`src/rtl/alu_operand_sequencer.sv`:
```
// alu_operand_sequencer
// Execute-stage sequencer placed in front of a 16-bit logic unit. Each
// instruction accepted on the valid/ready handshake passes through
// IDLE -> READ -> EXEC -> WRITE. The sequencer fetches operands from its
// register file onto bus1/bus2, raises one logic-unit control line during
// EXEC, captures bus3 and writes the result back with zero/negative flags.
//
// Ports:
//   clk, rst                          clock (rising edge), async active-high reset
//   instr_valid / instr_ready         instruction handshake (ready only in IDLE)
//   instr_op/rd/rs1/rs2/imm/use_imm   decoded instruction fields
//   passthrough..bnegate              logic-unit controls, one-hot or all zero
//   bus1, bus2                        operands to the logic unit (held until next READ)
//   bus3                              result from the logic unit (sampled only in EXEC)
//   result, zero_flag, neg_flag       last captured result and its flags
//   done, illegal                     one-cycle completion / illegal-opcode pulses
//   dbg_addr, dbg_data                combinational register-file peek
module alu_operand_sequencer #(
  parameter int DATA_W = 16,
  parameter int NREGS  = 8,
  parameter int ADDR_W = 3
) (
  input  logic              clk,
  input  logic              rst,
  input  logic              instr_valid,
  output logic              instr_ready,
  input  logic [3:0]        instr_op,
  input  logic [ADDR_W-1:0] instr_rd,
  input  logic [ADDR_W-1:0] instr_rs1,
  input  logic [ADDR_W-1:0] instr_rs2,
  input  logic [DATA_W-1:0] instr_imm,
  input  logic              instr_use_imm,
  output logic              passthrough,
  output logic              add,
  output logic              sub,
  output logic              shr,
  output logic              shl,
  output logic              band,
  output logic              bor,
  output logic              bxor,
  output logic              bnegate,
  output logic [DATA_W-1:0] bus1,
  output logic [DATA_W-1:0] bus2,
  input  logic [DATA_W-1:0] bus3,
  output logic [DATA_W-1:0] result,
  output logic              zero_flag,
  output logic              neg_flag,
  output logic              done,
  output logic              illegal,
  input  logic [ADDR_W-1:0] dbg_addr,
  output logic [DATA_W-1:0] dbg_data
);

  localparam logic [3:0] OP_LDI = 4'd9;

  typedef enum logic [1:0] {
    IDLE  = 2'd0,
    READ  = 2'd1,
    EXEC  = 2'd2,
    WRITE = 2'd3
  } state_t;

  state_t            state;
  logic [3:0]        op_reg;
  logic [ADDR_W-1:0] rd_reg;
  logic [ADDR_W-1:0] rs1_reg;
  logic [ADDR_W-1:0] rs2_reg;
  logic [DATA_W-1:0] imm_reg;
  logic              use_imm_reg;
  logic [8:0]        ctrl_reg;
  logic              op_legal;
  logic [DATA_W-1:0] regfile [NREGS];

  // Control-line bit order: {bnegate, bxor, bor, band, shl, shr, sub, add, passthrough}.
  // Load-immediate reuses passthrough; illegal opcodes drive nothing.
  function automatic logic [8:0] decode_op(input logic [3:0] o);
    logic [8:0] v;
    v = '0;
    case (o)
      4'd0:    v = 9'b0_0000_0001;
      4'd1:    v = 9'b0_0000_0010;
      4'd2:    v = 9'b0_0000_0100;
      4'd3:    v = 9'b0_0000_1000;
      4'd4:    v = 9'b0_0001_0000;
      4'd5:    v = 9'b0_0010_0000;
      4'd6:    v = 9'b0_0100_0000;
      4'd7:    v = 9'b0_1000_0000;
      4'd8:    v = 9'b1_0000_0000;
      4'd9:    v = 9'b0_0000_0001;
      default: v = 9'b0_0000_0000;
    endcase
    return v;
  endfunction

  assign op_legal    = (op_reg <= OP_LDI);
  assign instr_ready = (state == IDLE);
  assign dbg_data    = regfile[dbg_addr];

  assign passthrough = ctrl_reg[0];
  assign add         = ctrl_reg[1];
  assign sub         = ctrl_reg[2];
  assign shr         = ctrl_reg[3];
  assign shl         = ctrl_reg[4];
  assign band        = ctrl_reg[5];
  assign bor         = ctrl_reg[6];
  assign bxor        = ctrl_reg[7];
  assign bnegate     = ctrl_reg[8];

  always_ff @(posedge clk or posedge rst) begin
    if (rst) begin
      state       <= IDLE;
      op_reg      <= '0;
      rd_reg      <= '0;
      rs1_reg     <= '0;
      rs2_reg     <= '0;
      imm_reg     <= '0;
      use_imm_reg <= 1'b0;
      ctrl_reg    <= '0;
      bus1        <= '0;
      bus2        <= '0;
      result      <= '0;
      zero_flag   <= 1'b0;
      neg_flag    <= 1'b0;
      done        <= 1'b0;
      illegal     <= 1'b0;
      for (int i = 0; i < NREGS; i++) begin
        regfile[i] <= '0;
      end
    end else begin
      case (state)
        IDLE: begin
          if (instr_valid) begin
            op_reg      <= instr_op;
            rd_reg      <= instr_rd;
            rs1_reg     <= instr_rs1;
            rs2_reg     <= instr_rs2;
            imm_reg     <= instr_imm;
            use_imm_reg <= instr_use_imm;
            state       <= READ;
          end
        end
        READ: begin
          // Operands come from the register file as it stands after the
          // previous WRITE, so dependent instructions see fresh values.
          bus1     <= (op_reg == OP_LDI) ? imm_reg : regfile[rs1_reg];
          bus2     <= use_imm_reg ? imm_reg : regfile[rs2_reg];
          ctrl_reg <= decode_op(op_reg);
          state    <= EXEC;
        end
        EXEC: begin
          // bus3 may float for illegal ops, so it is only captured when a
          // control line was actually driven.
          if (op_legal) begin
            result <= bus3;
          end
          ctrl_reg <= '0;
          done     <= 1'b1;
          illegal  <= ~op_legal;
          state    <= WRITE;
        end
        WRITE: begin
          done    <= 1'b0;
          illegal <= 1'b0;
          if (op_legal) begin
            regfile[rd_reg] <= result;
            zero_flag       <= (result == '0);
            neg_flag        <= result[DATA_W-1];
          end
          state <= IDLE;
        end
        default: state <= IDLE;
      endcase
    end
  end

endmodule
```
`config.mk`:
```
export PLATFORM = sky130hd
export DESIGN_NAME = alu_operand_sequencer
export DESIGN_NICKNAME = d
export VERILOG_FILES = /design/src/rtl/alu_operand_sequencer.sv
export SDC_FILE = /design/constraint.sdc
export NUM_CORES = 1
export LEC_CHECK = 0
export ABC_AREA = 1
export CAP_MARGIN = 20
export CORE_AREA = 2 2 200 104
export DETAILED_ROUTE_END_ITERATION = 6
export DIE_AREA = 0 0 202 106
export DONT_BUFFER_PORTS = 1
export GPL_TIMING_DRIVEN = 0
export HOLD_SLACK_MARGIN = 0.03
export PLACE_DENSITY = 0.85
export SYNTH_ARGS = -nofsm -noshare
export SYNTH_HDL_FRONTEND = slang
export SYNTH_SLANG_ARGS = --single-unit
```
`constraint.sdc`:
```
create_clock -name clk -period 8 [get_ports clk]
set_input_delay 1.2 -clock clk [delete_from_list [all_inputs] [get_ports clk]]
set_output_delay 1.2 -clock clk [all_outputs]
set_load 0.05 [all_outputs]
```
==> results of run 1 <==
-- cells in the final DEF, fill, tap and decap left out, types with 2 or more instances in the layout --
cell type,instances
nand2_1,491
nand3_1,235
dfrtp_1,221
inv_1,139
o21ai_0,130
a21oi_1,106
nor2_1,88
o21ai_1,72
clkbuf_1,62
o21ai_2,26
buf_2,25
clkbuf_16,21
buf_6,18
o21a_1,11
o22ai_1,10
buf_1,7
nand4_4,6
inv_2,5
ha_1,5
clkinv_1,4
nand4_1,4
nand2_2,4
inv_8,3
buf_4,3
clkbuf_8,3
nand4_2,2
nor2_4,2
clkinv_2,2
inv_6,2
-- worst paths after layout --
check,startpoint,endpoint
worst min register to register,regfile[98],regfile[98]
min in group asynchronous,rst,regfile[60]
worst max register to register,state[0],rs1_reg[1]
worst min-delay path,regfile[98],regfile[98]
worst max-delay path,dbg_addr[0],dbg_data[8]
max in group asynchronous,rst,illegal
-- per-stage QoR --
step	hold WS [ps]	setup slack, ps
after global placement	466	-1390
after floorplan	453	751
after detailed placement	468	3990
final	487	3800
after global routing	498	3820
after CTS	486	3990
-- critical path, cell delays in order --
cell      delay, ps
buf_2           250
clkbuf_1        630
o21ai_0         210
o22ai_1         200
nand2_1          90
nand2_1         410
-- power by group through the flow --
| stage | registers, mW | clock network [mW] | logic (mW) |
|---|---|---|---|
| final | 2.58 | 1.04 | 3.09 |
| after global routing | 2.61 | 1.06 | 3.29 |
| after CTS | 2.55 | 1.02 | 2.94 |
| after detailed placement | 2.56 | 0 | 2.91 |
| after global placement | 2.55 | 0 | 2.82 |
| after floorplan | 2.40 | 0 | 1.98 |
-- final cells by class --
| cell class | count | share of cell area (%) |
|---|---|---|
| Multi-Input combinational cell | 1198 | 42.0 |
| Clock inverter | 8 | 0.664 |
| Sequential cell | 221 | 41.4 |
| Buffer | 114 | 4.66 |
| Inverter | 149 | 4.24 |
| Tap cell | 273 | 2.55 |
| Timing Repair Buffer | 1 | 0.206 |
| Clock buffer | 27 | 4.32 |
-- per-layer routing --
layer / share of wire, % / GRT usage, % / vias to the layer above
met5: 0 / 0 / -
met1: 39 / 69.7 / 6250
met2: 39 / 65.5 / 1196
met3: 18 / 20.4 / 179
met4: 4.2 / 16.7 / 0
li1: - / - / 5539
-- cell families after synthesis --
group | Yosys count | share of synthesized area (%)
compound gates | 357 | 15.7
fa+ha+maj | 5 | 0.507
buf+inv | 263 | 9.59
flops | 221 | 44.9
mux | 1 | 0.0913
simple gates | 835 | 29.3
==> impl_metrics.yaml, run 1 <==
outcome:
  status: "finished with violations"
  violations: "design-rule violations"
pwr:
  seqPwrFrac_pct: 38.5
  switching_share_pct: 55.7
  p_sw_mw: 3.73
  vdd_drop_max_mv: 0.365
  power_mw: 6.71
  power_density_nw_per_um2: 502
  pwr-share-clk_pct: 15.4
  leakagePower_nw: 6.31
  internal_power_mw: 2.97
  p_comb_share_pct: 46.1
floorplanning:
  core_um2: 19900
  die_area_um2: 21400
  die_w_um: 202
  start_util_pct: 62.1
  ios: 130
  rows: 37
  die-height_um: 106
finish:
  largest_reg_flops: 128
  final_core_utilization_pct: 67.3
  layout-drive-gt1-share_pct: 7.63
  seq_area_um2: 5530
  num-nets-final: 1763
  multi_input_area_um2: 5620
  fin_cells: 1991
  antennaDiodeCount: 0
  fillCellCount: 1642
  top_register: "regfile"
  areaGrowthSynthToFinish_pct: 8.46
  final_cell_area_um2: 13400
routing:
  first_pass_iters: 7
  vias: 13200
  vias_per_cell: 6.61
  drc_errors: 12
  wl_per_cell_um: 26.1
  wl_mm: 52.0
  drtIter0Drc: 2538
  ant_nets: 0
placed_design:
  gp_congestion: 1.05
  dp.cells: 1956
  dpl.hpwl_mm: 38.3
  io_buffers: 0
  place_area_um2: 12700
min_path:
  hp-class: "flip-flop to flip-flop"
  holdPathStages: 2
logic_synthesis:
  synth_largest_area_cell: "dfrtp_1"
  ys_ff_latch: 221
  yosysWarnings: 0
  synth_ff_type: "dfrtp_1"
  syn-mean-instance-area_um2: 7.33
  ys_types: 32
  async_flop_share_pct: 100
  synth.area.top_cells: "dfrtp_1 45%, nand2_1 15%, nand3_1 9.5%"
  yosysMostFrequentCell: "nand2_1"
  netlist_instances: 1682
  synth.top_cell.area_share_pct: 44.9
  seq_area_frac_synth_pct: 44.9
  synth_top_cells_by_count: "491 x nand2_1, 235 x nand3_1, 221 x dfrtp_1, 140 x inv_1, 130 x o21ai_0"
  synth_nets: 1739
  synth-edff-count: 0
  synth.cell_area_um2: 12300
clock_network:
  clock_latency_ps: 540
  path_clk_slew_ps: 80
  cts_hold_buf: 0
  cts_resized: 0
  cts.sinks: 221
  h-tree-depth: 1
  cts_tree: "built"
  clk_path_buf_depth: 3
  cts_buffers: 21
  cts_setup_buffers: 0
  cts_root_buf: "clkbuf_16"
critical_path:
  startpoint_type: "input pin"
  r2r.worst_path.cells: 6
  path_class: "input pin to output port"
  cp.arrival_ps: 3000
  required_ps: 6800
  end_kind: "output port"
  cp_max_fo: 10
  rrSetupSlack_ps: 5280
sta:
  setup_tns_ps: 0
  slew_viol_final: 0
  fin_skew_ps: 26.9
  timing.final.crit_share_pct: 52.5
  fmax_mhz: 238
  layout_min_cycle_time_ps: 4200
  setup_viol: 0
  hold_violations: 0
  timing.slew.headroom_pct: 22.2
  worst_slew_pin_slew_ps: 1170
  rsz0062_at_grt: "false"
global_routing:
  gr-total-overflow: 0
  antenna_found_initial: 0
  grt_max_degree: 129
  grt_pass1_vias: 12200
  track_usage_pct: 48.6
  grt_pass1_wl_mm: 75.9
job:
  max_cap_viol_count: 0
(Power assumes the default switching activity.)
==> inputs of run 2 (changes only) <==
--- a/config.mk
+++ b/config.mk
@@ -7,13 +7,13 @@
 export LEC_CHECK = 0
 export ABC_AREA = 1
 export CAP_MARGIN = 20
-export CORE_AREA = 2 2 200 104
+export CORE_AREA = 2 2 210 109
 export DETAILED_ROUTE_END_ITERATION = 6
-export DIE_AREA = 0 0 202 106
+export DIE_AREA = 0 0 212 111
 export DONT_BUFFER_PORTS = 1
 export GPL_TIMING_DRIVEN = 0
 export HOLD_SLACK_MARGIN = 0.03
-export PLACE_DENSITY = 0.85
+export PLACE_DENSITY = 0.81
 export SYNTH_ARGS = -nofsm -noshare
 export SYNTH_HDL_FRONTEND = slang
 export SYNTH_SLANG_ARGS = --single-unit
==> constraint.sdc (replaced) <==
create_clock -name clk -period 3.75 [get_ports clk]
set_input_delay 0.5625 -clock clk [delete_from_list [all_inputs] [get_ports clk]]
set_output_delay 0.5625 -clock clk [all_outputs]
set_load 0.05 [all_outputs]
==> impl_metrics.yaml, run 2 (synthesized netlist as in run 1, its figures left out) <==
sta:
  slew_viol_final: 0
  fin_skew_ps: 30.2
  whs_ps: 154
  hold_violations: 0
  layout_min_cycle_time_ps: 2980
  worst_slew_pin_slew_ps: 995
  fmax_mhz: 335
  timing.final.crit_share_pct: 79.6
  setup_viol: 0
  fin_ws_ps: 766
  rsz0062_at_grt: "false"
  timing.slew.headroom_pct: 33.6
finish:
  layout-drive-gt1-share_pct: 7.82
  fin_cells: 2033
  top_register: "regfile"
  antennaDiodeCount: 0
  final_core_utilization_pct: 61.5
  fillCellCount: 1979
  areaGrowthSynthToFinish_pct: 9.74
  num-nets-final: 1768
  largest_reg_flops: 128
  final_common_cell: "nand2_1"
  layout_common_cells: "491 x nand2_1, 235 x nand3_1, 221 x dfrtp_1, 139 x inv_1, 130 x o21ai_0"
floorplanning:
  start_util_pct: 56.0
  die-height_um: 111
  core_um2: 22000
  rows: 39
  die_w_um: 212
  ios: 130
  die_area_um2: 23500
global_routing:
  antenna_found_initial: 0
  grt_pass1_wl_mm: 77.2
  track_usage_pct: 45.1
  grt_max_degree: 45
  grt_pass1_vias: 11900
  gr-total-overflow: 0
routing:
  vias_per_cell: 6.32
  vias: 12800
  first_pass_iters: 6
  wl_per_cell_um: 25.6
  drc_errors: 0
  drtIter0Drc: 2202
  wl_mm: 52.0
  ant_nets: 0
critical_path:
  cp.arrival_ps: 2420
  cp_max_fo: 10
  required_ps: 3190
  cpPeakStageDelay_ps: 710
  path_class: "input pin to output port"
  cp_slowest_cell: "clkbuf_1"
  path_buf_inv: 2
  path_common_cell: "clkbuf_1"
  critPathTopFamily: "buffers and inverters"
  startpoint_type: "input pin"
  end_kind: "output port"
  cp_cell_sequence: "clkbuf_1 > clkbuf_1 > o21a_1"
clock_network:
  path_clk_slew_ps: 60
  h-tree-depth: 1
  clk_path_buf_depth: 3
  cts_tree: "built"
  clock_latency_ps: 550
  cts.sinks: 221
  cts_resized: 0
  cts_buffers: 21
  cts_root_buf: "clkbuf_16"
placed_design:
  dpl.hpwl_mm: 39.4
  pre_cts_slack_ps: 911
  io_buffers: 0
  gp_congestion: 1.02
  dp.cells: 1994
pwr:
  vdd_drop_max_mv: 0.854
  leakagePower_nw: 6.35
  power_density_nw_per_um2: 1060
  p_sw_mw: 7.87
  power_mw: 14.3
  internal_power_mw: 6.45
  seqPwrFrac_pct: 38.5
  p_comb_share_pct: 45.7
  switching_share_pct: 54.9
  pwr-share-clk_pct: 15.8
outcome:
  status: "completed"
min_path:
  hp-class: "input pin to flip-flop"
job:
  max_cap_viol_count: 0
## run 2: per-layer routing
metal  up-vias  part of all wire, %  global-route usage (%)
met3       125                   16                    16.1
met1      6142                   41                    67.9
li1       5545                    -                       -
met4         0                  3.5                    13.0
met5         -                    0                       0
met2      1036                   39                    60.4
## run 2: area by class of cell
class / count / area [µm²] / share of cell area, %
Multi-Input combinational cell: 1198 / 5620 / 41.5
Sequential cell: 221 / 5530 / 40.9
Buffer: 114 / 623 / 4.61
Inverter: 149 / 563 / 4.16
Clock buffer: 28 / 562 / 4.15
Tap cell: 307 / 384 / 2.84
Clock inverter: 10 / 141 / 1.04
Timing Repair Buffer: 6 / 110 / 0.814
## run 2: final timing paths
kind                                  start      endpoint  slack [ps]  cells after the start
worst max-delay path            dbg_addr[2]  dbg_data[11]         770                      3
worst min-delay path                bus3[1]     result[1]         150                      2
worst max register to register     state[0]    rs1_reg[1]         970                      6
worst min register to register  regfile[26]   regfile[26]         490                      2
max in group asynchronous               rst      state[0]        2210                      4
min in group asynchronous               rst   regfile[80]         620                      2
## run 2: stage by stage
| stage | TNS (ps) | cell area [µm²] |
|---|---|---|
| floorplan | 0 | 12300 |
| global placement | -188260 | 12700 |
| detailed placement | 0 | 12800 |
| CTS | 0 | 13500 |
| global route | 0 | 13500 |
| finish | 0 | 13500 |
## run 2: repair_timing
item,CTS,global route
buffers inserted,0,0
hold endpoints to repair,27,0
hold buffers,1,0
setup endpoints to repair,0,0
## run 2: worst register-to-register path: stages (launching register included)
cell      delay [ps]
dfrtp_1          400
inv_1            120
ha_1             430
nand2_1          260
clkbuf_1         540
clkbuf_1         710
a21oi_1          160
## run 2: power by group through the flow
stage,Clock [mW],Combinational (mW),Sequential [mW]
global placement,0,6.08,5.47
detailed placement,0,6.23,5.50
finish,2.27,6.54,5.51
CTS,2.26,6.26,5.46
floorplan,0,4.21,5.12
global route,2.35,7.06,5.60
==> inputs of run 3 (changes only) <==
==> constraint.sdc (replaced) <==
create_clock -name clk -period 2.4 [get_ports clk]
set_input_delay 0.36 -clock clk [delete_from_list [all_inputs] [get_ports clk]]
set_output_delay 0.36 -clock clk [all_outputs]
set_load 0.05 [all_outputs]
==> impl_metrics.yaml, run 3 (synthesized netlist as in run 1, its figures left out) <==
clock_network:
  cts_root_buf: "clkbuf_16"
  path_clk_slew_ps: 70
  cts.sinks: 221
  cts_tree: "built"
  clock_latency_ps: 540
  cts_setup_buffers: 0
  cts_buffers: 21
  h-tree-depth: 1
  clk_path_buf_depth: 3
pwr:
  seqPwrFrac_pct: 38.4
  internal_power_mw: 10.1
  power_mw: 22.5
  p_sw_mw: 12.4
  vdd_drop_max_mv: 1.36
  p_comb_share_pct: 45.8
  leakagePower_nw: 6.55
  pwr-share-clk_pct: 15.8
  power_density_nw_per_um2: 1610
  switching_share_pct: 54.9
sta:
  timing.final.crit_share_pct: 98.4
  fmax_mhz: 423
  whs_ps: 9.68
  timing.slew.headroom_pct: 34.6
  setup_viol: 0
  slew_viol_final: 0
  worst_slew_pin_slew_ps: 981
  layout_min_cycle_time_ps: 2360
  hold_violations: 0
  rsz0062_at_grt: "false"
  fin_skew_ps: 21.4
global_routing:
  track_usage_pct: 45.9
  grt_pass1_vias: 12200
  antenna_found_initial: 0
  gr-total-overflow: 0
  grt_max_degree: 45
  grt_pass1_wl_mm: 78.7
floorplanning:
  ios: 130
  start_util_pct: 56.0
  die_w_um: 212
  rows: 39
  die-height_um: 111
  die_area_um2: 23500
  core_um2: 22000
finish:
  fillCellCount: 1908
  layout_common_cells: "491 x nand2_1, 235 x nand3_1, 221 x dfrtp_1, 139 x inv_1, 130 x o21ai_0"
  final_core_utilization_pct: 63.5
  multi_input_area_um2: 5620
  final_cell_area_um2: 14000
  seq_area_um2: 5530
  final_common_cell: "nand2_1"
  largest_reg_flops: 128
  layout-drive-gt1-share_pct: 8.02
  top_register: "regfile"
  antennaDiodeCount: 0
  num-nets-final: 1812
  areaGrowthSynthToFinish_pct: 13.4
critical_path:
  cp.arrival_ps: 2000
  path_class: "flip-flop to output port"
  critPathTopFamily: "compound AO/OA/AOI/OAI gates"
  cpPeakStageDelay_ps: 510
  cp_max_fo: 3
  path_buf_inv: 1
  end_kind: "output port"
  cp_slowest_cell: "o21a_1"
  cp_cell_sequence: "inv_1 > a21oi_1 > o21ai_0 > nand3_1 > o21a_1"
  startpoint_type: "flip-flop"
  required_ps: 2040
routing:
  first_pass_iters: 7
  drtIter0Drc: 2184
  ant_nets: 0
  vias: 13100
  wl_mm: 52.9
  drc_errors: 0
  wl_per_cell_um: 25.4
  vias_per_cell: 6.31
min_path:
  hp-class: "input pin to flip-flop"
outcome:
  status: "completed"
placed_design:
  io_buffers: 0
  dpl.hpwl_mm: 39.4
  gp_congestion: 1.02
  place_area_um2: 12800
job:
  max_cap_viol_count: 0
-- run 3: cell types whose count changed in the layout (fill, tap and decap cells not counted) --
cell	before	now
buf_1	7	6
clkbuf_1	65	60
ha_1	5	4
dlygate4sd3_1	1	45
clkbuf_2	1	7
ha_2	0	1
-- run 3: worst paths after layout --
check,cells past startpoint,endpoint,slack [ps],from
max,5,dbg_data[1],40,regfile[33]
min,2,rs1_reg[2],10,instr_rs1[2]
max reg2reg,6,imm_reg[10],240,state[0]
min reg2reg,2,regfile[26],490,regfile[26]
max in group asynchronous,4,neg_flag,1060,rst
min in group asynchronous,2,regfile[80],410,rst
-- run 3: power groups by stage --
| stage | Clock (mW) | Sequential, mW | Combinational, mW |
|---|---|---|---|
| detailed placement | 0 | 8.59 | 9.73 |
| floorplan | 0 | 8.00 | 6.59 |
| global placement | 0 | 8.55 | 9.50 |
| finish | 3.55 | 8.63 | 10.3 |
| CTS | 3.54 | 8.54 | 9.85 |
| global route | 3.68 | 8.76 | 11.1 |
-- run 3: per-stage QoR --
stage               worst slack, ps  TNS, ps  cells
floorplan                      -842  -186100   1682
global placement              -2020  -443260   1989
detailed placement             -234    -2200   1994
CTS                            31.4        0   2077
global route                   9.36        0   2077
finish                         37.4        0   2077
-- run 3: per-layer routing --
layer | share of wire [%] | vias up | track usage, %
li1 | - | 5635 | -
met4 | 3.7 | 0 | 14.3
met1 | 41 | 6302 | 68.2
met2 | 39 | 1038 | 62.0
met5 | 0 | - | 0
met3 | 16 | 134 | 16.4
-- run 3: layout make-up --
| cell class | count | area share [%] |
|---|---|---|
| clock inverter | 10 | 1.01 |
| timing repair buffer | 50 | 3.94 |
| sequential | 221 | 39.6 |
| buffer | 114 | 4.51 |
| tap | 307 | 2.75 |
| multi-input combinational | 1198 | 40.2 |
| clock buffer | 28 | 4.02 |
| inverter | 149 | 4.03 |
-- run 3: repair_timing --
item / 4_1_cts / 5_1_grt
resized for setup: 4 / 4
setup endpoints to repair: 21 / 12
hold endpoints to repair: 71 / 0
hold buffers: 45 / 0
pin swaps: 0 / 0
